File: config.mk
export PLATFORM = sky130hd
export DESIGN_NAME = mms_line_arb
export DESIGN_NICKNAME = d
export VERILOG_FILES = /design/src/rtl/mms_line_arb.sv
export SDC_FILE = /design/constraint.sdc
export NUM_CORES = 1
export LEC_CHECK = 0
export ABC_AREA = 1
export BUFFER_PORTS_ARGS = -buffer_cell sky130_fd_sc_hd__buf_2
export CAP_MARGIN = 20
export CORE_MARGIN = 10
export CORE_UTILIZATION = 38
export CTS_CLUSTER_SIZE = 14
export DETAILED_ROUTE_END_ITERATION = 8
export GPL_TIMING_DRIVEN = 0
export PLACE_DENSITY = 0.82
export SLEW_MARGIN = 20
export SYNTH_ARGS = -nofsm -noshare
export SYNTH_HDL_FRONTEND = slang
export SYNTH_SLANG_ARGS = --single-unit
File: constraint.sdc
create_clock -name clk -period 1.9 [get_ports clk]
set_clock_uncertainty 0.2 [all_clocks]
set_input_delay 0.095 -clock clk [delete_from_list [all_inputs] [get_ports clk]]
set_output_delay 0.095 -clock clk [all_outputs]
set_load 0.05 [all_outputs]
File: src/rtl/mms_line_arb.sv
// mms_line_arb
//   Shares the single MMS memory port between I-cache line refill and D-cache
//   line refill/writeback. Arbitration is round-robin per whole cache line; each
//   granted line runs an address phase followed by BEATS data beats.
//
// Ports
//   clk, rst_n                    clock, asynchronous active-low reset
//   ic_req_i/ic_addr_i            I-cache line read request and miss address
//   ic_gnt_o                      I-cache request accepted (combinational, IDLE only)
//   ic_rvalid_o/ic_done_o         I-cache read beat valid / line complete pulse
//   dc_req_i/dc_we_i/dc_addr_i    D-cache line request, 1 = writeback, line address
//   dc_wdata_i                    writeback beat selected by beat_o
//   dc_gnt_o                      D-cache request accepted (combinational, IDLE only)
//   dc_wready_o                   writeback beat consumed this cycle
//   dc_rvalid_o/dc_done_o         D-cache read beat valid / line complete pulse
//   rdata_o                       shared read beat, qualified by *_rvalid_o
//   beat_o                        current beat index
//   mem_req_o/mem_we_o/mem_addr_o memory address phase (line-aligned address)
//   mem_ready_i                   memory accepts address phase
//   mem_wvalid_o/mem_wdata_o      write beat to memory
//   mem_wready_i                  memory accepts write beat
//   mem_rvalid_i/mem_rdata_i      read beat from memory
module mms_line_arb #(
   parameter int unsigned ADDR_WD = 32,
   parameter int unsigned DATA_WD = 32,
   parameter int unsigned BEATS   = 4
) (
   input  logic                     clk,
   input  logic                     rst_n,
   input  logic                     ic_req_i,
   input  logic [ADDR_WD-1:0]       ic_addr_i,
   output logic                     ic_gnt_o,
   output logic                     ic_rvalid_o,
   output logic                     ic_done_o,
   input  logic                     dc_req_i,
   input  logic                     dc_we_i,
   input  logic [ADDR_WD-1:0]       dc_addr_i,
   input  logic [DATA_WD-1:0]       dc_wdata_i,
   output logic                     dc_gnt_o,
   output logic                     dc_wready_o,
   output logic                     dc_rvalid_o,
   output logic                     dc_done_o,
   output logic [DATA_WD-1:0]       rdata_o,
   output logic [$clog2(BEATS)-1:0] beat_o,
   output logic                     mem_req_o,
   output logic                     mem_we_o,
   output logic [ADDR_WD-1:0]       mem_addr_o,
   input  logic                     mem_ready_i,
   output logic                     mem_wvalid_o,
   output logic [DATA_WD-1:0]       mem_wdata_o,
   input  logic                     mem_wready_i,
   input  logic                     mem_rvalid_i,
   input  logic [DATA_WD-1:0]       mem_rdata_i
);

   localparam int unsigned CW  = $clog2(BEATS);
   localparam int unsigned OFF = $clog2(BEATS * DATA_WD / 8);
   // Byte-offset bits inside one cache line; cleared to form the line address.
   localparam logic [ADDR_WD-1:0] OFF_MASK = ADDR_WD'((64'd1 << OFF) - 64'd1);
   localparam logic [CW-1:0]      LAST     = CW'(BEATS - 1);

   typedef enum logic [2:0] {
      S_IDLE,
      S_ADDR,
      S_RDATA,
      S_WDATA,
      S_DONE
   } state_e;

   state_e             state_q, state_d;
   logic               owner_q, owner_d;   // 1 = D-cache owns the line
   logic               prio_q,  prio_d;    // 1 = D-cache wins a tie
   logic               we_q,    we_d;
   logic [ADDR_WD-1:0] addr_q,  addr_d;
   logic [CW-1:0]      cnt_q,   cnt_d;
   logic               ic_win,  dc_win;

   always_ff @(posedge clk or negedge rst_n) begin
      if (!rst_n) begin
         state_q <= S_IDLE;
         owner_q <= 1'b0;
         prio_q  <= 1'b0;
         we_q    <= 1'b0;
         addr_q  <= '0;
         cnt_q   <= '0;
      end else begin
         state_q <= state_d;
         owner_q <= owner_d;
         prio_q  <= prio_d;
         we_q    <= we_d;
         addr_q  <= addr_d;
         cnt_q   <= cnt_d;
      end
   end

   always_comb begin
      state_d      = state_q;
      owner_d      = owner_q;
      prio_d       = prio_q;
      we_d         = we_q;
      addr_d       = addr_q;
      cnt_d        = cnt_q;
      ic_win       = 1'b0;
      dc_win       = 1'b0;
      ic_gnt_o     = 1'b0;
      dc_gnt_o     = 1'b0;
      ic_rvalid_o  = 1'b0;
      dc_rvalid_o  = 1'b0;
      ic_done_o    = 1'b0;
      dc_done_o    = 1'b0;
      dc_wready_o  = 1'b0;
      rdata_o      = '0;
      mem_req_o    = 1'b0;
      mem_we_o     = 1'b0;
      mem_addr_o   = '0;
      mem_wvalid_o = 1'b0;
      mem_wdata_o  = '0;
      // Counter is zero outside the data phases because it wraps at line end.
      beat_o       = cnt_q;

      case (state_q)
         S_IDLE: begin
            ic_win   = ic_req_i & (~prio_q | ~dc_req_i);
            dc_win   = dc_req_i & ( prio_q | ~ic_req_i);
            ic_gnt_o = ic_win;
            dc_gnt_o = dc_win;
            if (ic_win) begin
               owner_d = 1'b0;
               we_d    = 1'b0;
               addr_d  = ic_addr_i & ~OFF_MASK;
               state_d = S_ADDR;
            end else if (dc_win) begin
               owner_d = 1'b1;
               we_d    = dc_we_i;
               addr_d  = dc_addr_i & ~OFF_MASK;
               state_d = S_ADDR;
            end
         end
         S_ADDR: begin
            mem_req_o  = 1'b1;
            mem_we_o   = we_q;
            mem_addr_o = addr_q;
            if (mem_ready_i) begin
               cnt_d   = '0;
               state_d = we_q ? S_WDATA : S_RDATA;
            end
         end
         S_RDATA: begin
            if (mem_rvalid_i) begin
               rdata_o     = mem_rdata_i;
               ic_rvalid_o = ~owner_q;
               dc_rvalid_o = owner_q;
               cnt_d       = cnt_q + CW'(1);
               if (cnt_q == LAST) state_d = S_DONE;
            end
         end
         S_WDATA: begin
            mem_wvalid_o = 1'b1;
            mem_wdata_o  = dc_wdata_i;
            dc_wready_o  = mem_wready_i;
            if (mem_wready_i) begin
               cnt_d = cnt_q + CW'(1);
               if (cnt_q == LAST) state_d = S_DONE;
            end
         end
         S_DONE: begin
            ic_done_o = ~owner_q;
            dc_done_o = owner_q;
            prio_d    = ~owner_q;
            state_d   = S_IDLE;
         end
         default: state_d = S_IDLE;
      endcase
   end

endmodule

Word-level counts from Yosys, hierarchy flattened:

Cells that the tools add are included.

* output and inout port bits: 108
* bits of input ports: 136
* flip-flop bits (word level): 40
* logic and storage cells: 64

* equal/unequal tests: 9
* reduce and logical (&&, ||, !) cells: 6
* add/subtract/negate cells: 1
* multiplexer cells: 34
* bitwise gates (word level): 8

Operator list (number)
* $mux W32: 6
* $mux W3: 6
* $mux W1: 17
* $pmux W3 S4: 1
* $reduce_and A4 Y1: 2
* $eq A3 B2 Y1 const B: 2
* $mux W2: 3
* $ne A2 B2 Y1 const B: 3
* $pmux W2 S3: 1
* $not A1 Y1: 4
* $eq A3 B1 Y1 const B: 1
* $eq A3 B3 Y1 const B: 1
* $logic_not A3 Y1: 1
* $ne A3 B3 Y1 const B: 1
* $reduce_bool A3 Y1: 1
* $add A2 B1 Y2 const B: 1
* $and A1 B1 Y1: 2
* $eq A2 B2 Y1 const B: 1
* $or A1 B1 Y1: 2
* $reduce_and A2 Y1: 1
* $reduce_bool A2 Y1: 1

Logic depth before layout (Yosys ltp):

* depth in word-level cells: 6
* mapped depth: 8
* depth with buffers taken out: 7

Least setup slack after synthesis:

Ideal clock, no wire load.

* path type: register to output
* start point: register state_q[0]
* end point: output mem_wdata_o[10]
* path slack: -0.595 ns
* required time: 1.605 ns
* data arrival time: 2.200 ns
* stages on the path, launching flop included: 6
* buffers on the path: 1
* cell sequence: dfrtp_1 nand2_1 nor2_1 inv_2 buf_2 nor2_1

* word-level cells in the longest chain between the ends: 2

RTL lines
* start: declaration: line 70 `state_e state_q, state_d;`
* start signal: assignment: line 87 `state_q <= state_d;`
* $eq A3 B2 Y1: line 121 `case (state_q)`
* $mux W32: line 121
* end: declaration: line 50 `output logic [DATA_WD-1:0] mem_wdata_o,`

Every way passes these cells.

Final worst setup path:

* start point: register state_q[0]
* end point: output rdata_o[31]

* word-level cells in the longest chain between the ends: 2

RTL lines
* $eq A3 B2 Y1: line 121
* $mux W32: line 121
* end: declaration: line 43 `output logic [DATA_WD-1:0] rdata_o,`

Every way passes these cells.

==> impl_metrics.sql <==
INSERT INTO impl_metrics (metric_group, metric, value, unit) VALUES
('outcome', 'outcome', 'finished, violations left', ''),
('outcome', 'failing_checks', 'negative hold slack, negative setup slack', ''),
('synthesis', 'yosysWarnings', '0', ''),
('sta', 'hold_viol_final', '3', ''),
('sta', 'period_needed', '1910', 'ps'),
('route', 'drtIter0Drc', '216', ''),
('synthesis', 'post_synth_xor_area_fraction', '0', ''),
('global_routing', 'grt_antenna_before_repair', '4', ''),
('cells_and_area', 'finish.cell_count_without_fillers', '862', ''),
('synthesis', 'synthMuxAreaShare', '0', ''),
('sta', 'final_max_slew_viol_count', '0', ''),
('clock_tree', 'clock_buffers_created_by_tritoncts', '5', ''),
('die', 'num_io_pins', '244', ''),
('sta', 'worst_hold_margin', '-41.7', 'ps'),
('route', 'drt-wirelength-per-cell', '17.5', 'um'),
('die', 'dieArea', '0.0107', 'mm2'),
('clock_tree', 'clock_path_buffers', '2', ''),
('route', 'drt-vias-per-instance', '4.83', ''),
('cells_and_area', 'final_net_count', '897', ''),
('sta', 'setup_viol_count_final', '2', ''),
('placed_design', 'dpl.cell_count', '789', ''),
('global_routing', 'grt_usage', '0.254', ''),
('clock_tree', 'tritoncts', 'yes', ''),
('route', 'num_vias', '4167', ''),
('die', 'rows', '30', ''),
('synthesis', 'yosysMostFrequentCell', 'sky130_fd_sc_hd__nor2_1', ''),
('critical_path', 'crit_path_buf_inv_count', '2', ''),
('critical_path', 'slowest_stage', 'sky130_fd_sc_hd__dfrtp_2', ''),
('clock_tree', 'clk_root_buffer_cell', 'sky130_fd_sc_hd__clkbuf_8', ''),
('critical_path', 'endpoint_kind', 'output port', ''),
('cells_and_area', 'area.growth.synth_to_final', '99.1', '%'),
('synthesis', 'top_area_cells_in_the_synthesized_netlist', 'sky130_fd_sc_hd__dfrtp_1 34%, sky130_fd_sc_hd__nor2_1 15%, sky130_fd_sc_hd__nand2_1 15%, sky130_fd_sc_hd__inv_1 15%, sky130_fd_sc_hd__nand3_1 6.0%', ''),
('placed_design', 'numPortBuffers', '231', ''),
('power_and_ir_drop', 'design_power_total', '6.78', 'mW'),
('die', 'die_height', '104', 'um'),
('synthesis', 'synthDominantAreaCellType', 'sky130_fd_sc_hd__dfrtp_1', ''),
('synthesis', 'yosys.area_share.adder', '0.00470', ''),
('clock_tree', 'clock_sink_count', '36', ''),
('cells_and_area', 'layout-drive-gt1-share', '0.428', ''),
('cells_and_area', 'filler_cell_count', '471', ''),
('synthesis', 'synth_compound_gate_area_share', '0.0696', ''),
('power_and_ir_drop', 'max_rail_drop_vdd', '0.981', 'mV'),
('worst_hold_path', 'min-delay-path-class', 'input pin to flop', ''),
('route', 'drt_pass1_iterations', '7', ''),
('route', 'antenna_left', '0', ''),
('sta', 'finalWorstSetupSlack', '-6.07', 'ps'),
('sta', 'worst_slew_pin_slew', '845', 'ps'),
('synthesis', 'ys_seq_elements', '36', ''),
('placed_design', 'detailed_place_hpwl', '10200', 'um'),
('sta', 'slew-limit-headroom', '0.436', ''),
('synthesis', 'post_synth_and_or_nand_nor_area_fraction', '0.378', ''),
('route', 'finalWirelength', '15100', 'um'),
('critical_path', 'worstPathCellList', 'inv_1 > nand3_4 > nor2_1 > buf_4', ''),
('route', 'remaining_drc_errors', '0', ''),
('clock_tree', 'cts.reportedPaths.clkPinSlew', '80', 'ps'),
('synthesis', 'post-synth-top-area-fraction', '0.339', ''),
('synthesis', 'syn_avg_cell_area', '5.80', 'um2'),
('power_and_ir_drop', 'power-per-cell-area', '1280', 'mW/mm2'),
('cells_and_area', 'combined_area_of_the_multi_input_logic_cells', '0.00136', 'mm2'),
('sta', 'timing.final.crit_share', '1.00', ''),
('critical_path', 'critical_path.startpoint_type', 'flop', ''),
('clock_tree', 'clk_latency', '290', 'ps'),
('synthesis', 'synth_cell_types', '19', ''),
('synthesis', 'synth_top_family_by_area', 'simple AND/OR/NAND/NOR gates', ''),
('global_routing', 'pin_count_of_the_biggest_net_entering_global_routing', '37', ''),
('cells_and_area', 'design_area', '0.00530', 'mm2'),
('critical_path', 'cp.arrival', '1610', 'ps'),
('synthesis', 'yosysSeqAreaShare', '0.339', ''),
('sta', 'achievable-frequency', '525', 'MHz'),
('placed_design', 'place_congestion', '0.968', ''),
('global_routing', 'grt_first_pass_wirelength', '22400', 'um');
-- routing by layer --
metal / wire length [um] / share of wire / vias to the layer above / track usage
li1: - / - / 1927 / -
met1: 5240 / 0.35 / 1889 / 0.258
met5: 0 / 0 / - / 0
met4: 916 / 0.061 / 0 / 0.138
met3: 1300 / 0.086 / 74 / 0.0743
met2: 7620 / 0.51 / 277 / 0.457
-- state kept, by name, indices dropped and copies added (netlist names) --
| register | cells |
|---|---|
| prio_q | 1 |
| owner_q | 1 |
| we_q | 1 |
| state_q | 3 |
| addr_q | 28 |
| beat_o | 2 |
-- final cells by class --
class                   count  share of cell area
repair buffers            291               0.419
plain buffers              28              0.0373
inverters                 105              0.0744
multi-input cells         293               0.257
flip-flops and latches     36               0.171
clock inverters             1             0.00165
clock buffers               7              0.0144
well taps                  96              0.0227
diodes                      5             0.00236
-- stage by stage --
stage | util | setup TNS, ps
after floorplan | - | -553
after global placement | 0.593 | 0
after detailed placement | 0.593 | 0
after CTS | 0.735 | -15.9
after global routing | 0.779 | -2050
final | 0.780 | -7.09
-- tightest hold or removal path, cell delays in order --
cell and delay, ps:
sky130_fd_sc_hd__buf_2 80, sky130_fd_sc_hd__nand3_1 60, sky130_fd_sc_hd__nand2_1 70, sky130_fd_sc_hd__nand2_1 40, sky130_fd_sc_hd__o21ai_0 70
-- kinds of logic after synthesis --
family | count (synthesis)
simple gates | 251
compound gates | 37
fa+ha+maj | 1
other cells | 1
buf+inv | 133
flops | 36
-- layout by cell type (no fill, tap or decap), drive strengths merged --
cell type,count
conb,4
dfrtp,36
buf,260
nand2,106
diode,5
o21ai,37
nand3b,1
nor2,109
ha,1
nor3,2
dlygate4sd3,54
clkbuf,12
clkinv,1
inv,105
nand3,33
-- where the power goes --
part / total, mW / internal, mW / switching [mW]
Clock: 0.546 / 0.262 / 0.284
Sequential: 1.31 / 1.13 / 0.178
Combinational: 4.92 / 1.54 / 3.38
Total: 6.78 / 2.94 / 3.84
-- path summary, 6_finish.rpt --
check | cells past startpoint | to | slack (ps) | startpoint
hold reg to reg | 2 | beat_o[1] | 310 | beat_o[1]
min in group asynchronous | 2 | addr_q[29] | 260 | rst_n
max in group asynchronous | 2 | state_q[2] | 640 | rst_n
setup / recovery | 4 | rdata_o[31] | -6 | state_q[0]
hold / removal | 5 | addr_q[24] | -40 | ic_addr_i[24]
setup reg to reg | 7 | addr_q[23] | 30 | prio_q
-- what timing repair did --
action | 4_1_cts | 5_1_grt
gates resized for setup | 106 | 110
setup endpoints to repair | 94 | 114
gates cloned | 0 | 1
buffers inserted | 3 | 2
pin swaps | 1 | 1
hold endpoints to repair | 65 | 0
hold buffers | 58 | 0
(Power assumes the default switching activity.)
